==> src/rtl/mips_ctrl_pkg.sv <==
`default_nettype none
// ============================================================================
// Module   : mips_ctrl_pkg
// Purpose  : Shared encodings for the multi-cycle MIPS controller: opcode and
//            funct values, FSM state encoding, instruction classes and the
//            select codes driven onto the NPC / ALU / write-back muxes.
// Ports    : none (package)
// Revision : 1.0 - initial release
// ============================================================================
package mips_ctrl_pkg;

    // Opcodes (IR[31:26])
    localparam logic [5:0] c_OP_RTYPE = 6'b000000;
    localparam logic [5:0] c_OP_ORI   = 6'b001101;
    localparam logic [5:0] c_OP_LUI   = 6'b001111;
    localparam logic [5:0] c_OP_LW    = 6'b100011;
    localparam logic [5:0] c_OP_SW    = 6'b101011;
    localparam logic [5:0] c_OP_BEQ   = 6'b000100;
    localparam logic [5:0] c_OP_J     = 6'b000010;
    localparam logic [5:0] c_OP_JAL   = 6'b000011;

    // Funct codes (IR[5:0]) for op 0
    localparam logic [5:0] c_FN_ADDU  = 6'b100001;
    localparam logic [5:0] c_FN_SUBU  = 6'b100011;
    localparam logic [5:0] c_FN_JR    = 6'b001000;

    // NPC select
    localparam logic [1:0] c_NPC_SEQ  = 2'b00;
    localparam logic [1:0] c_NPC_JMP  = 2'b01;
    localparam logic [1:0] c_NPC_BEQ  = 2'b10;
    localparam logic [1:0] c_NPC_JR   = 2'b11;

    // ALU operation
    localparam logic [2:0] c_ALU_ADD  = 3'b000;
    localparam logic [2:0] c_ALU_SUB  = 3'b001;
    localparam logic [2:0] c_ALU_OR   = 3'b010;
    localparam logic [2:0] c_ALU_LUI  = 3'b011;

    // Register-file write data select
    localparam logic [1:0] c_WD_ALU   = 2'b00;
    localparam logic [1:0] c_WD_DM    = 2'b01;
    localparam logic [1:0] c_WD_PC4   = 2'b10;

    // Register-file destination select
    localparam logic [1:0] c_GPR_RD   = 2'b00;
    localparam logic [1:0] c_GPR_RT   = 2'b01;
    localparam logic [1:0] c_GPR_RA   = 2'b10;

    typedef enum logic [3:0] {
        S_FETCH   = 4'd0,
        S_DECODE  = 4'd1,
        S_EXE     = 4'd2,
        S_MEM_ADR = 4'd3,
        S_MEM_RD  = 4'd4,
        S_MEM_WR  = 4'd5,
        S_WB      = 4'd6,
        S_WB_MEM  = 4'd7,
        S_BRANCH  = 4'd8,
        S_JUMP    = 4'd9
    } state_t;

    typedef enum logic [3:0] {
        CLS_RTYPE = 4'd0,
        CLS_ORI   = 4'd1,
        CLS_LUI   = 4'd2,
        CLS_LW    = 4'd3,
        CLS_SW    = 4'd4,
        CLS_BEQ   = 4'd5,
        CLS_J     = 4'd6,
        CLS_JAL   = 4'd7,
        CLS_JR    = 4'd8,
        CLS_ILL   = 4'd9
    } cls_t;

endpackage : mips_ctrl_pkg
`default_nettype wire

==> src/rtl/mc_decode.sv <==
`default_nettype none
// ============================================================================
// Module   : mc_decode
// Purpose  : Combinational instruction classifier, op/funct -> cls_t.
//            Op 0 is only legal for addu/subu (CLS_RTYPE) and jr (CLS_JR).
// Ports    : op    in  6  IR[31:26]
//            funct in  6  IR[5:0]
//            cls   out    instruction class (CLS_ILL when unsupported)
// Revision : 1.0 - initial release
// ============================================================================
module mc_decode
    import mips_ctrl_pkg::*;
(
    input  logic [5:0] op,
    input  logic [5:0] funct,
    output cls_t       cls
);

    always_comb begin
        cls = CLS_ILL;
        case (op)
            c_OP_RTYPE: begin
                if (funct == c_FN_ADDU || funct == c_FN_SUBU) begin
                    cls = CLS_RTYPE;
                end else if (funct == c_FN_JR) begin
                    cls = CLS_JR;
                end
            end
            c_OP_ORI: cls = CLS_ORI;
            c_OP_LUI: cls = CLS_LUI;
            c_OP_LW:  cls = CLS_LW;
            c_OP_SW:  cls = CLS_SW;
            c_OP_BEQ: cls = CLS_BEQ;
            c_OP_J:   cls = CLS_J;
            c_OP_JAL: cls = CLS_JAL;
            default:  cls = CLS_ILL;
        endcase
    end

endmodule : mc_decode
`default_nettype wire

==> src/rtl/mc_ctrl.sv <==
`default_nettype none
// ============================================================================
// Module   : mc_ctrl
// Purpose  : Multi-cycle MIPS control FSM. Sequences PC/NPC, IR, register
//            file, ALU and data memory; waits on imem/dmem ready with a
//            watchdog; flags illegal instructions and stuck memory (sticky).
// Ports    : clk, rst (async, active-high)
//            op, funct, zero, imem_ready, dmem_ready        - inputs
//            NPCOp, PCWr, IRWr, RFWr, DMWr, DMRd, EXTOp,
//            ALUOp, ALUSrcB, WDSel, GPRSel                   - datapath control
//            illegal, timeout                                - sticky status
// Revision : 1.0 - initial release
// ============================================================================
module mc_ctrl
    import mips_ctrl_pkg::*;
#(
    parameter int MEM_TIMEOUT = 255,
    parameter int CNT_W       = 8
) (
    input  logic       clk,
    input  logic       rst,
    input  logic [5:0] op,
    input  logic [5:0] funct,
    input  logic       zero,
    input  logic       imem_ready,
    input  logic       dmem_ready,
    output logic [1:0] NPCOp,
    output logic       PCWr,
    output logic       IRWr,
    output logic       RFWr,
    output logic       DMWr,
    output logic       DMRd,
    output logic       EXTOp,
    output logic [2:0] ALUOp,
    output logic       ALUSrcB,
    output logic [1:0] WDSel,
    output logic [1:0] GPRSel,
    output logic       illegal,
    output logic       timeout
);

    localparam logic [CNT_W-1:0] c_TIMEOUT = CNT_W'(MEM_TIMEOUT);
    localparam logic [CNT_W-1:0] c_ONE     = {{(CNT_W-1){1'b0}}, 1'b1};

    state_t           r_state;
    state_t           w_next;
    cls_t             w_cls;
    logic [CNT_W-1:0] r_wdog;
    logic             r_illegal;
    logic             r_timeout;
    logic             w_wait_state;
    logic             w_ready;
    logic             w_expired;
    logic             w_pcwr, w_irwr, w_rfwr, w_dmwr, w_dmrd;

    mc_decode u_decode (
        .op    (op),
        .funct (funct),
        .cls   (w_cls)
    );

    // Watchdog: the counter holds the number of wait cycles already spent in
    // the current wait state. The cycle on which it equals MEM_TIMEOUT with
    // ready still low is the expiry cycle; ready on that cycle still wins.
    assign w_wait_state = (r_state == S_FETCH) || (r_state == S_MEM_RD) ||
                          (r_state == S_MEM_WR);
    assign w_ready      = (r_state == S_FETCH) ? imem_ready : dmem_ready;
    assign w_expired    = w_wait_state && !w_ready && (r_wdog == c_TIMEOUT);

    always_comb begin
        w_next = r_state;
        case (r_state)
            S_FETCH:   if (imem_ready) w_next = S_DECODE;
            S_DECODE: begin
                case (w_cls)
                    CLS_RTYPE, CLS_ORI, CLS_LUI: w_next = S_EXE;
                    CLS_LW, CLS_SW:              w_next = S_MEM_ADR;
                    CLS_BEQ:                     w_next = S_BRANCH;
                    CLS_J, CLS_JAL, CLS_JR:      w_next = S_JUMP;
                    default:                     w_next = S_FETCH;
                endcase
            end
            S_EXE:     w_next = S_WB;
            S_MEM_ADR: w_next = (w_cls == CLS_LW) ? S_MEM_RD : S_MEM_WR;
            S_MEM_RD:  if (dmem_ready) w_next = S_WB_MEM;
            S_MEM_WR:  if (dmem_ready) w_next = S_FETCH;
            default:   w_next = S_FETCH;
        endcase
        if (w_expired) begin
            w_next = S_FETCH;
        end
    end

    always_ff @(posedge clk or posedge rst) begin
        if (rst) begin
            r_state   <= S_FETCH;
            r_wdog    <= '0;
            r_illegal <= 1'b0;
            r_timeout <= 1'b0;
        end else begin
            r_state <= w_next;
            // Any transition (or expiry) leaves the wait, so the count restarts
            // from zero on entry to the next wait state.
            if (w_wait_state && !w_ready && !w_expired) begin
                r_wdog <= r_wdog + c_ONE;
            end else begin
                r_wdog <= '0;
            end
            if (r_state == S_DECODE && w_cls == CLS_ILL) begin
                r_illegal <= 1'b1;
            end
            if (w_expired) begin
                r_timeout <= 1'b1;
            end
        end
    end

    always_comb begin
        NPCOp   = c_NPC_SEQ;
        w_pcwr  = 1'b0;
        w_irwr  = 1'b0;
        w_rfwr  = 1'b0;
        w_dmwr  = 1'b0;
        w_dmrd  = 1'b0;
        EXTOp   = 1'b0;
        ALUOp   = c_ALU_ADD;
        ALUSrcB = 1'b0;
        WDSel   = c_WD_ALU;
        GPRSel  = c_GPR_RD;
        case (r_state)
            S_FETCH: begin
                w_irwr = imem_ready;
                w_pcwr = imem_ready;
            end
            S_EXE, S_WB: begin
                // ALU controls held through WB so the result is stable while written.
                case (w_cls)
                    CLS_ORI: begin
                        ALUOp   = c_ALU_OR;
                        ALUSrcB = 1'b1;
                    end
                    CLS_LUI: begin
                        ALUOp   = c_ALU_LUI;
                        ALUSrcB = 1'b1;
                    end
                    default: ALUOp = (funct == c_FN_SUBU) ? c_ALU_SUB : c_ALU_ADD;
                endcase
                if (r_state == S_WB) begin
                    w_rfwr = 1'b1;
                    GPRSel = (w_cls == CLS_RTYPE) ? c_GPR_RD : c_GPR_RT;
                end
            end
            S_MEM_ADR: begin
                ALUOp   = c_ALU_ADD;
                ALUSrcB = 1'b1;
                EXTOp   = 1'b1;
            end
            S_MEM_RD: w_dmrd = 1'b1;
            S_MEM_WR: w_dmwr = 1'b1;
            S_WB_MEM: begin
                w_rfwr = 1'b1;
                WDSel  = c_WD_DM;
                GPRSel = c_GPR_RT;
            end
            S_BRANCH: begin
                ALUOp  = c_ALU_SUB;
                NPCOp  = c_NPC_BEQ;
                w_pcwr = zero;
            end
            S_JUMP: begin
                w_pcwr = 1'b1;
                if (w_cls == CLS_JR) begin
                    NPCOp = c_NPC_JR;
                end else begin
                    NPCOp = c_NPC_JMP;
                end
                if (w_cls == CLS_JAL) begin
                    w_rfwr = 1'b1;
                    WDSel  = c_WD_PC4;
                    GPRSel = c_GPR_RA;
                end
            end
            default: ;
        endcase
    end

    // Reset and watchdog expiry both suppress every write strobe immediately.
    assign PCWr    = w_pcwr & ~rst & ~w_expired;
    assign IRWr    = w_irwr & ~rst & ~w_expired;
    assign RFWr    = w_rfwr & ~rst & ~w_expired;
    assign DMWr    = w_dmwr & ~rst & ~w_expired;
    assign DMRd    = w_dmrd & ~rst & ~w_expired;
    assign illegal = r_illegal;
    assign timeout = r_timeout;

endmodule : mc_ctrl
`default_nettype wire
==> config.mk <==
export PLATFORM = sky130hd
export DESIGN_NAME = mc_ctrl
export DESIGN_NICKNAME = d
export VERILOG_FILES = /design/src/rtl/mips_ctrl_pkg.sv /design/src/rtl/mc_decode.sv /design/src/rtl/mc_ctrl.sv
export SDC_FILE = /design/constraint.sdc
export NUM_CORES = 1
export LEC_CHECK = 0
export CELL_PAD_IN_SITES_DETAIL_PLACEMENT = 0
export CELL_PAD_IN_SITES_GLOBAL_PLACEMENT = 1
export CORE_MARGIN = 3
export CORE_UTILIZATION = 36
export CTS_CLUSTER_DIAMETER = 80
export DETAILED_ROUTE_END_ITERATION = 16
export PLACE_DENSITY = 0.91
export SLEW_MARGIN = 20
export SYNTH_ARGS = -nofsm -noshare
export SYNTH_HDL_FRONTEND = slang
export SYNTH_SLANG_ARGS = --single-unit
==> constraint.sdc <==
create_clock -name clk -period 6.1 [get_ports clk]
set_clock_uncertainty 0.1 [all_clocks]
set_input_delay 1.22 -clock clk [delete_from_list [all_inputs] [get_ports clk]]
set_output_delay 1.22 -clock clk [all_outputs]
set_load 0.02 [all_outputs]
[After elaboration in Yosys (flattened, before gate mapping)]
Memory sizes are Yosys's and may differ from the RTL's.
Cells that the tools add are included.
Cells by class
  equal/unequal tests: 29
  bitwise logic cells: 12
  reduce and logical (&&, ||, !) cells: 15
  multiplexer cells: 31
  add/sub/neg operators: 1
Operators by type and width (count)
  $pmux W4 S8: 1
  $eq A6 B6 Y1 const B: 4
  $pmux W4 S6: 1
  $eq A4 B3 Y1 const B: 5
  $mux W4: 5
  $eq A6 B4 Y1 const B: 3
  $eq A4 B2 Y1 const B: 4
  $eq A4 B4 Y1 const B: 4
  $pmux W2 S2: 4
  $mux W1: 13
  $eq A6 B2 Y1 const B: 2
  $and A1 B1 Y1: 10
  $ne A3 B3 Y1 const B: 3
  $add A8 B1 Y8 const B: 1
  $eq A4 B1 Y1 const B: 2
  $eq A8 B8 Y1 const B: 1
  $logic_not A4 Y1: 2
  $mux W8: 1
  $eq A6 B3 Y1 const B: 1
  $logic_not A6 Y1: 1
  $pmux W1 S3: 2
  $pmux W2 S3: 1
  $logic_and A1 B1 Y1: 4
  $mux W2: 2
  other kinds (6): 11
Word-level totals
  output and inout bits: 18
  bits in registers: 14
  memories kept: 1
  ROM bits: 48
  bits of input ports: 17
  word-level logic and storage cells: 93
Memories
  (no name shown): depth 16, bits a word 3, rd ports 1, clocked after memory_dff 0, write ports 0, RTL line mc_ctrl.sv:75  | case (w_cls)

[Depth between registers and ports, before layout]
Gate-level depths: netlist (run 1).
  depth after elaboration: 9
  gate-level depth with buffers: 7
  gate-level depth less buffers: 7

[Modules after synthesis]
Synthesis (run 1) repeated with hierarchy kept, for this count alone.
Unflattened totals
  cells, all modules: 148
  area, all modules: 1142.3 sq um
Modules (own cells, without submodules)
  mc_ctrl: instances 1, area an instance 982.2 sq um, sequential area each 350.3 sq um, cells an instance 122
  mc_decode: instances 1, area an instance 160.2 sq um, sequential area each 0.0 sq um, cells an instance 26

[Least setup slack after synthesis (run 1)]
OpenSTA, ideal clock, no wires.
  path type: input to output
  start: input op[0]
  end: output NPCOp[1]
  path buffers: 1
  path slack: 2.000 ns
  stages on the path: 7
  arrival time: 2.780 ns
  cells stage by stage: buf_6 nor4_1 a41oi_1 a311oi_1 a21boi_2 nand2_1 a21boi_0
On the way
  cells in the longest elaborated chain, start to end: 5
  elaborated cells on any way between the ends: 12
  classes of those cells: eq/ne (8); mux (3); reduce/logical (1)
RTL lines
  start: declaration: RTL line mc_ctrl.sv:22  | input logic [5:0] op,
  $eq A6 B2 Y1, or another cell as far along: RTL line mc_decode.sv:21  | case (op)
  $pmux W4 S8 (*): RTL line mc_decode.sv:21
  $eq A4 B4 Y1 (*): RTL line mc_ctrl.sv:172  | if (w_cls == CLS_JR) begin
  $mux W2 (*): RTL line mc_ctrl.sv:172
  $pmux W2 S2 (*): RTL line mc_ctrl.sv:130  | case (r_state)
  end: declaration: RTL line mc_ctrl.sv:27  | output logic [1:0] NPCOp,
Every way passes the cells marked *; elsewhere a longest branch is shown, timed or not.

[Worst setup path in the final report (run 1)]
Same ends and word-level chain as after synthesis.

==> flow_metrics.py, run 1 <==
metrics = {
    "worst_hold_path": {
        "hold_path.class": "register to register",
    },
    "worst_setup_path": {
        "crit_chain": "clkdlybuf4s50_1, nor2_1, and3_1, a311oi_1, a21boi_2, nand2_1, a21boi_0, clkdlybuf4s50_1",
        "critPathCaptureType": "primary output",
        "required_ps": 4780,
        "start_kind": "input port",
        "cp_max_fo": 11,
        "critPathKind": "input port to primary output",
        "slowest_stage": "clkdlybuf4s50_1",
        "path_buf_inv": 2,
        "cpPeakStageDelay_ps": 660,
        "cp_common_cell": "clkdlybuf4s50_1",
        "critical_path.top_delay_family": "buffers and inverters",
        "crit_arrival_ps": 3740,
    },
    "place": {
        "dp_slack_ps": 1070,
        "placed_cells": 220,
        "placed_area_sq_um": 1510,
        "post-dp-hpwl_um": 2220,
        "port_buffers": 33,
        "gp_congestion": 0.852,
    },
    "detailed_routing": {
        "via_per_inst": 5.28,
        "drc": 0,
        "via_count": 1182,
        "routed_wl_um": 2830,
        "drt_iter0_markers": 118,
        "ant_nets": 0,
        "wl_per_cell_um": 12.6,
        "first_pass_iters": 4,
    },
    "clock_tree": {
        "cts_sinks": 14,
        "cts_setup_buffers": 0,
        "clock-root-buffer": "clkbuf_4",
        "cts_tree": "yes",
        "postCtsHoldBufs": 0,
        "insertion_delay_ps": 280,
        "cts_buffer_depth": 2,
        "cts-resized-gates": 0,
        "path_clk_slew_ps": 90,
        "cts_htree_levels": 1,
        "numCtsBuffers": 3,
    },
    "power_and_ir_drop": {
        "p_leak_nw": 0.620,
        "power_mw": 0.385,
        "cellPowerDensity_nw_per_um2": 249,
        "vdd_ir_drop_max_uv": 90.9,
    },
    "synthesis": {
        "synth_area_leaders": "dfrtp_1 29%, nor2_1 8.8%, nand2_1 4.4%, xor2_1 4.4%, buf_6 3.8%",
        "synth_top_cell_by_area": "dfrtp_1",
        "avgSynthCellArea_sq_um": 7.88,
        "synth.top_cell.area_share_pct": 29.4,
        "synth_edf_count": 0,
        "synth-seq-area-share_pct": 29.4,
        "syn-cell-area_sq_um": 1190,
        "synthCells": 151,
        "synth-warning-count": 0,
        "synthDistinctLibCells": 49,
        "syn_nets": 169,
        "synth-main-ff-cell": "dfrtp_1",
        "ys_ff_latch": 14,
        "synthArstFlopShare_pct": 100,
    },
    "layout": {
        "most-common-layout-cells": "33 x clkdlybuf4s50_1, 28 x nor2_1, 14 x nand2_1, 14 x dfrtp_1, 7 x a21oi_1",
        "final_common_cell": "clkdlybuf4s50_1",
        "nets": 199,
        "seq_area_sq_um": 350,
        "finalCoreUtilization_pct": 49.9,
        "antenna_cells": 0,
        "final_cells": 224,
        "final_area_sq_um": 1550,
        "area_growth_pct": 30.1,
        "nFillCells": 318,
        "drive_above_1_share_pct": 8.89,
        "multi_input_area_sq_um": 768,
    },
    "floorplanning": {
        "num_rows": 20,
        "die_w_um": 63.5,
        "top_level_ports": 35,
        "start_util_pct": 38.3,
        "core-area_sq_um": 3100,
        "die_height_um": 63.5,
        "fp.dieArea_sq_um": 4030,
    },
    "sta": {
        "rsz0062_at_grt": "no",
        "max_slew_margin_pct": 62.8,
        "setup_viol": 0,
        "setup_slack_ps": 1040,
        "holdWs_ps": 375,
        "fmax_mhz": 198,
        "post-route-period-util_pct": 83.0,
        "fin_tns_setup_ps": 0,
        "worst_pin_slew_ps": 558,
        "maxSlewViolCount": 0,
        "final_hold_viol_count": 0,
        "period_needed_ps": 5060,
    },
    "grt": {
        "antenna_found_initial": 0,
        "grt_pass1_wl_um": 4810,
        "grt_start_max_net_pins": 17,
        "grt_use_total_pct": 14.4,
        "grt_pass1_vias": 1127,
        "grt_overflow": 0,
    },
    "job": {
        "cap_violations": 0,
    },
    "run_status": {
        "outcome": "finished, final reports clean",
    },
}
==> final cells by class <==
cell class | count | share of cell area (%)
multi-input combinational | 127 | 49.6
sequential | 14 | 22.6
timing repair buffer | 33 | 21.3
tap | 44 | 3.56
clock buffer | 4 | 2.34
inverter | 2 | 0.485
==> path summary, 6_finish.rpt <==
| path | startpoint | endpoint | slack, ps | cells past startpoint |
|---|---|---|---|---|
| max | op[0] | NPCOp[1] | 1040 | 8 |
| min | timeout$_DFFE_PP0P_ | timeout$_DFFE_PP0P_ | 380 | 1 |
| max reg2reg | r_state[0]$_DFFE_PP0P_ | r_state[0]$_DFFE_PP0P_ | 4020 | 6 |
| min reg2reg | timeout$_DFFE_PP0P_ | timeout$_DFFE_PP0P_ | 380 | 1 |
| max in group asynchronous | rst | r_wdog[4]$_DFF_PP0_ | 4310 | 2 |
| min in group asynchronous | rst | timeout$_DFFE_PP0P_ | 1230 | 2 |
==> sequential cells by signal, summed over array words and instances (netlist names) <==
signal / count
illegal: 1
r_wdog: 8
timeout: 1
r_state: 4
==> report_power, final <==
part,internal (mW),total (mW),switching [mW],leakage (nW)
sequential,0.107,0.143,0.0356,0.186
combinational,0.0824,0.174,0.0921,0.413
clock,0.0363,0.0673,0.0310,0.0210
==> synth_stat cells (3+ instances only) <==
| master | count |
|---|---|
| a21oi_1 | 7 |
| and3_1 | 4 |
| and3_2 | 3 |
| buf_6 | 4 |
| clkbuf_1 | 3 |
| dfrtp_1 | 14 |
| nand2_1 | 14 |
| nand2b_1 | 6 |
| nand3_1 | 5 |
| nor2_1 | 28 |
| nor3_1 | 4 |
| o21ai_0 | 6 |
| or2_2 | 3 |
| xor2_1 | 6 |
==> cells by family after synthesis <==
kind of cell / Yosys count / share of synthesized area, %
AOI/OAI and AO/OA: 31 / 18.9
other: 1 / 0.315
and+or+nand+nor: 86 / 38.4
xor gates and xnor gates: 8 / 5.89
adders and majority gates: 1 / 1.05
buffers and inverters: 10 / 5.99
DFF: 14 / 29.4
==> layer usage <==
layer | GRT usage, % | vias to the layer above | routed length [um]
met2 | 25.7 | 19 | 1410
met5 | 0 | - | 0
met3 | 2.32 | 0 | 102
li1 | - | 593 | -
met4 | 4.04 | 0 | 0
met1 | 17.6 | 570 | 1320
No activity file was read; power rests on OpenSTA's default activity.
==> run 2, diff against run 1 <==
--- a/config.mk
+++ b/config.mk
@@ -8,10 +8,10 @@
 export CELL_PAD_IN_SITES_DETAIL_PLACEMENT = 0
 export CELL_PAD_IN_SITES_GLOBAL_PLACEMENT = 1
 export CORE_MARGIN = 3
-export CORE_UTILIZATION = 36
+export CORE_UTILIZATION = 34
 export CTS_CLUSTER_DIAMETER = 80
 export DETAILED_ROUTE_END_ITERATION = 16
-export PLACE_DENSITY = 0.91
+export PLACE_DENSITY = 0.87
 export SLEW_MARGIN = 20
 export SYNTH_ARGS = -nofsm -noshare
 export SYNTH_HDL_FRONTEND = slang
==> constraint.sdc (replaced) <==
create_clock -name clk -period 5.22 [get_ports clk]
set_clock_uncertainty 0.1 [all_clocks]
set_input_delay 1.044 -clock clk [delete_from_list [all_inputs] [get_ports clk]]
set_output_delay 1.044 -clock clk [all_outputs]
set_load 0.02 [all_outputs]
==> flow_metrics.py, run 2 (synthesized netlist as in run 1, its figures left out) <==
metrics = {
    "floorplanning": {
        "num_rows": 20,
        "start_util_pct": 37.1,
        "fp.dieArea_sq_um": 4250,
        "die_height_um": 65.2,
        "top_level_ports": 35,
        "core-area_sq_um": 3200,
        "die_w_um": 65.2,
    },
    "worst_hold_path": {
        "min_path_cells": 1,
        "hold_path.class": "register to register",
        "min_from": "timeout$_DFFE_PP0P_",
        "min_to": "timeout$_DFFE_PP0P_",
    },
    "detailed_routing": {
        "via_count": 1154,
        "routed_wl_um": 2840,
        "via_per_inst": 5.15,
        "ant_nets": 0,
        "wl_per_cell_um": 12.7,
        "drt_iter0_markers": 71,
        "drc": 0,
        "first_pass_iters": 4,
    },
    "layout": {
        "regMostFlops": "r_wdog",
        "area_growth_pct": 30.1,
        "reg_top3": "r_wdog x8, r_state x4",
        "final_cells": 224,
        "final_common_cell": "clkdlybuf4s50_1",
        "largest_register_ffs": 8,
        "antenna_cells": 0,
        "drive_above_1_share_pct": 8.89,
        "most-common-layout-cells": "33 x clkdlybuf4s50_1, 28 x nor2_1, 14 x nand2_1, 14 x dfrtp_1, 7 x a21oi_1",
        "nets": 199,
    },
    "sta": {
        "fin_tns_setup_ps": 0,
        "holdWs_ps": 373,
        "post-route-period-util_pct": 90.6,
        "final_hold_viol_count": 0,
        "fmax_mhz": 211,
        "setup_viol": 0,
        "worst_pin_slew_ps": 547,
        "max_slew_margin_pct": 63.5,
        "rsz0062_at_grt": "no",
        "setup_slack_ps": 489,
        "period_needed_ps": 4730,
        "maxSlewViolCount": 0,
    },
    "worst_setup_path": {
        "r2r-start": "r_state[0]$_DFFE_PP0P_",
        "r2r_cells": 6,
        "crit_arrival_ps": 3590,
        "crit_chain": "clkdlybuf4s50_1, nor2_1, and3_1, a311oi_1, a21boi_2, nand2_1, a21boi_0, clkdlybuf4s50_1",
        "reg2reg_to": "r_state[0]$_DFFE_PP0P_",
        "cp_max_fo": 11,
        "cpPeakStageDelay_ps": 680,
        "path_buf_inv": 2,
        "start_kind": "input port",
        "required_ps": 4080,
        "reg2reg_slack_ps": 3110,
        "cp_common_cell": "clkdlybuf4s50_1",
        "critPathCaptureType": "primary output",
        "slowest_stage": "clkdlybuf4s50_1",
        "critPathKind": "input port to primary output",
        "critical_path.top_delay_family": "buffers and inverters",
    },
    "clock_tree": {
        "postCtsHoldBufs": 0,
        "cts_tree": "yes",
        "insertion_delay_ps": 280,
        "cts_setup_buffers": 0,
        "numCtsBuffers": 3,
        "cts_sinks": 14,
        "cts_htree_levels": 1,
        "cts-resized-gates": 0,
        "clock-root-buffer": "clkbuf_4",
        "path_clk_slew_ps": 80,
        "cts_buffer_depth": 2,
    },
    "run_status": {
        "outcome": "finished, final reports clean",
    },
    "job": {
        "cap_violations": 0,
    },
    "power_and_ir_drop": {
        "p_leak_nw": 0.620,
        "power_mw": 0.447,
        "cellPowerDensity_nw_per_um2": 289,
        "vdd_ir_drop_max_uv": 106,
    },
    "grt": {
        "grt_overflow": 0,
        "grt_pass1_wl_um": 5050,
        "antenna_found_initial": 0,
        "grt_pass1_vias": 1185,
        "grt_use_total_pct": 14.5,
        "grt_start_max_net_pins": 17,
    },
    "place": {
        "port_buffers": 33,
        "post-dp-hpwl_um": 2230,
        "dp_slack_ps": 526,
        "gp_congestion": 0.849,
        "placed_cells": 220,
    },
}
## run 2: cell counts in the layout (fill, tap and decap cells not counted)
Identical to the previous run, type by type.
## run 2: how the worst max path moves through the flow
stage,startpoint,cells past startpoint,endpoint
finish,op[0],8,NPCOp[1]
global route,op[0],8,NPCOp[1]
CTS,op[0],8,NPCOp[1]
detailed placement,op[0],8,NPCOp[1]
global placement,op[0],8,NPCOp[1]
floorplan,op[0],7,NPCOp[1]
## run 2: area by class of cell
class / count / area, sq um
inverters: 2 / 7.51
fillers: 352 / 1660
clock buffers: 4 / 36.3
multi-input cells: 127 / 768
well taps: 44 / 55.1
flip-flops and latches: 14 / 350
repair buffers: 33 / 330
## run 2: layer usage
metal,vias up,GRT usage [%],share of wire (%)
li1,591,-,-
met4,0,5.70,0
met1,537,17.6,45
met3,0,2.05,4.2
met5,-,0,0
met2,26,25.8,51
## run 2: where the power goes
group	switching [mW]	internal, mW	leakage (nW)	total (mW)
clock	0.0353	0.0424	0.0210	0.0777
sequential	0.0410	0.125	0.186	0.166
combinational	0.107	0.0966	0.413	0.203
## run 2: per-stage QoR
stage / instance area [sq um] / utilization (%)
global placement: 1510 / 47.2
finish: 1550 / 48.3
CTS: 1550 / 48.3
global route: 1550 / 48.3
floorplan: 1190 / -
detailed placement: 1510 / 47.2
==> run 3, diff against run 2 <==
--- a/config.mk
+++ b/config.mk
@@ -11,6 +11,7 @@
 export CORE_UTILIZATION = 34
 export CTS_CLUSTER_DIAMETER = 80
 export DETAILED_ROUTE_END_ITERATION = 16
+export MAX_ROUTING_LAYER = met4
 export PLACE_DENSITY = 0.87
 export SLEW_MARGIN = 20
 export SYNTH_ARGS = -nofsm -noshare
==> constraint.sdc (replaced) <==
create_clock -name clk -period 5.22 [get_ports clk]
set_clock_uncertainty 0.1 [all_clocks]
set_input_delay 1.044 -clock clk [delete_from_list [all_inputs] [get_ports clk]]
set_output_delay 1.044 -clock clk [all_outputs]
set_load 0.005 [all_outputs]
==> flow_metrics.py, run 3 (synthesized netlist as in run 1, its figures left out) <==
metrics = {
    "sta": {
        "fin_tns_setup_ps": 0,
        "post-route-period-util_pct": 88.6,
        "setup_slack_ps": 597,
        "setup_viol": 0,
        "maxSlewViolCount": 0,
        "fmax_mhz": 216,
        "final_hold_viol_count": 0,
        "period_needed_ps": 4620,
        "max_slew_margin_pct": 63.4,
        "rsz0062_at_grt": "no",
        "worst_pin_slew_ps": 548,
    },
    "clock_tree": {
        "postCtsHoldBufs": 0,
        "clock-root-buffer": "clkbuf_4",
        "cts-resized-gates": 0,
        "cts_htree_levels": 1,
        "cts_tree": "yes",
        "cts_buffer_depth": 2,
        "cts_sinks": 14,
        "path_clk_slew_ps": 80,
        "cts_setup_buffers": 0,
        "insertion_delay_ps": 280,
        "numCtsBuffers": 3,
    },
    "worst_setup_path": {
        "critPathCaptureType": "primary output",
        "reg2reg_slack_ps": 3100,
        "crit_arrival_ps": 3480,
        "cp_max_fo": 11,
        "required_ps": 4080,
        "critPathKind": "input port to primary output",
        "start_kind": "input port",
    },
    "grt": {
        "antenna_found_initial": 0,
        "grt_use_total_pct": 14.9,
        "grt_pass1_wl_um": 5050,
        "grt_overflow": 0,
        "grt_start_max_net_pins": 17,
        "grt_pass1_vias": 1187,
    },
    "worst_hold_path": {
        "hold_path.class": "register to register",
    },
    "power_and_ir_drop": {
        "p_leak_nw": 0.620,
        "clkPwrFrac_pct": 18.0,
        "p_sw_mw": 0.168,
        "power_mw": 0.432,
        "swShare_pct": 38.9,
        "p_int_mw": 0.264,
        "cellPowerDensity_nw_per_um2": 279,
        "p_seq_share_pct": 38.5,
        "vdd_ir_drop_max_uv": 103,
        "p_comb_share_pct": 43.5,
    },
    "floorplanning": {
        "fp.dieArea_sq_um": 4250,
        "die_height_um": 65.2,
        "core-area_sq_um": 3200,
        "start_util_pct": 37.1,
        "die_w_um": 65.2,
        "top_level_ports": 35,
        "num_rows": 20,
    },
    "detailed_routing": {
        "ant_nets": 0,
        "drt_iter0_markers": 71,
        "via_per_inst": 5.14,
        "drc": 0,
        "wl_per_cell_um": 12.7,
        "routed_wl_um": 2840,
        "first_pass_iters": 4,
        "via_count": 1152,
    },
    "place": {
        "gp_congestion": 0.863,
        "post-dp-hpwl_um": 2230,
        "dp_slack_ps": 629,
        "placed_cells": 220,
        "port_buffers": 33,
    },
    "layout": {
        "largest_register_ffs": 8,
        "nets": 199,
        "most-common-layout-cells": "33 x clkdlybuf4s50_1, 28 x nor2_1, 14 x nand2_1, 14 x dfrtp_1, 7 x a21oi_1",
        "area_growth_pct": 30.1,
        "reg_top3": "r_wdog x8, r_state x4",
        "final_common_cell": "clkdlybuf4s50_1",
        "antenna_cells": 0,
        "regMostFlops": "r_wdog",
        "drive_above_1_share_pct": 8.89,
        "final_cells": 224,
    },
    "run_status": {
        "outcome": "finished, final reports clean",
    },
    "job": {
        "cap_violations": 0,
    },
}
[run 3: critical path: stages]
cell	delay, ps
clkdlybuf4s50_1	680
nor2_1	130
and3_1	210
a311oi_1	310
a21boi_2	290
nand2_1	100
a21boi_0	180
clkdlybuf4s50_1	530
[run 3: metal layers]
layer	part of all wire [%]	up-vias	global-route usage, %
li1	-	592	-
met1	45	534	17.7
met2	51	26	25.8
met3	3.9	0	1.88
met4	0	0	5.70
met5	0	-	-
[run 3: final timing paths]
check	start	to	cells past startpoint
max	op[0]	NPCOp[1]	8
min	timeout$_DFFE_PP0P_	timeout$_DFFE_PP0P_	1
max reg2reg	r_state[0]$_DFFE_PP0P_	r_state[0]$_DFFE_PP0P_	6
min reg2reg	timeout$_DFFE_PP0P_	timeout$_DFFE_PP0P_	1
max in group asynchronous	rst	illegal$_DFFE_PP0P_	2
min in group asynchronous	rst	r_state[2]$_DFFE_PP0P_	2
[run 3: cell type report]
class,instances,area (sq um)
fillers,352,1660
multi-input cells,127,768
flip-flops and latches,14,350
repair buffers,33,330
well taps,44,55.1
clock buffers,4,36.3
inverters,2,7.51
[run 3: power groups by stage]
stage	clock network [mW]	logic, mW	registers, mW
floorplan	0	0.155	0.141
global placement	0	0.184	0.168
detailed placement	0	0.187	0.169
CTS	0.0801	0.190	0.167
global route	0.0877	0.214	0.174
finish	0.0778	0.188	0.167
[run 3: metrics by stage]
step	cell area, sq um	hold slack, ps	utilization [%]
CTS	1550	380	48.3
floorplan	1190	348	-
global route	1550	415	48.3
global placement	1510	350	47.2
detailed placement	1510	361	47.2
finish	1550	373	48.3
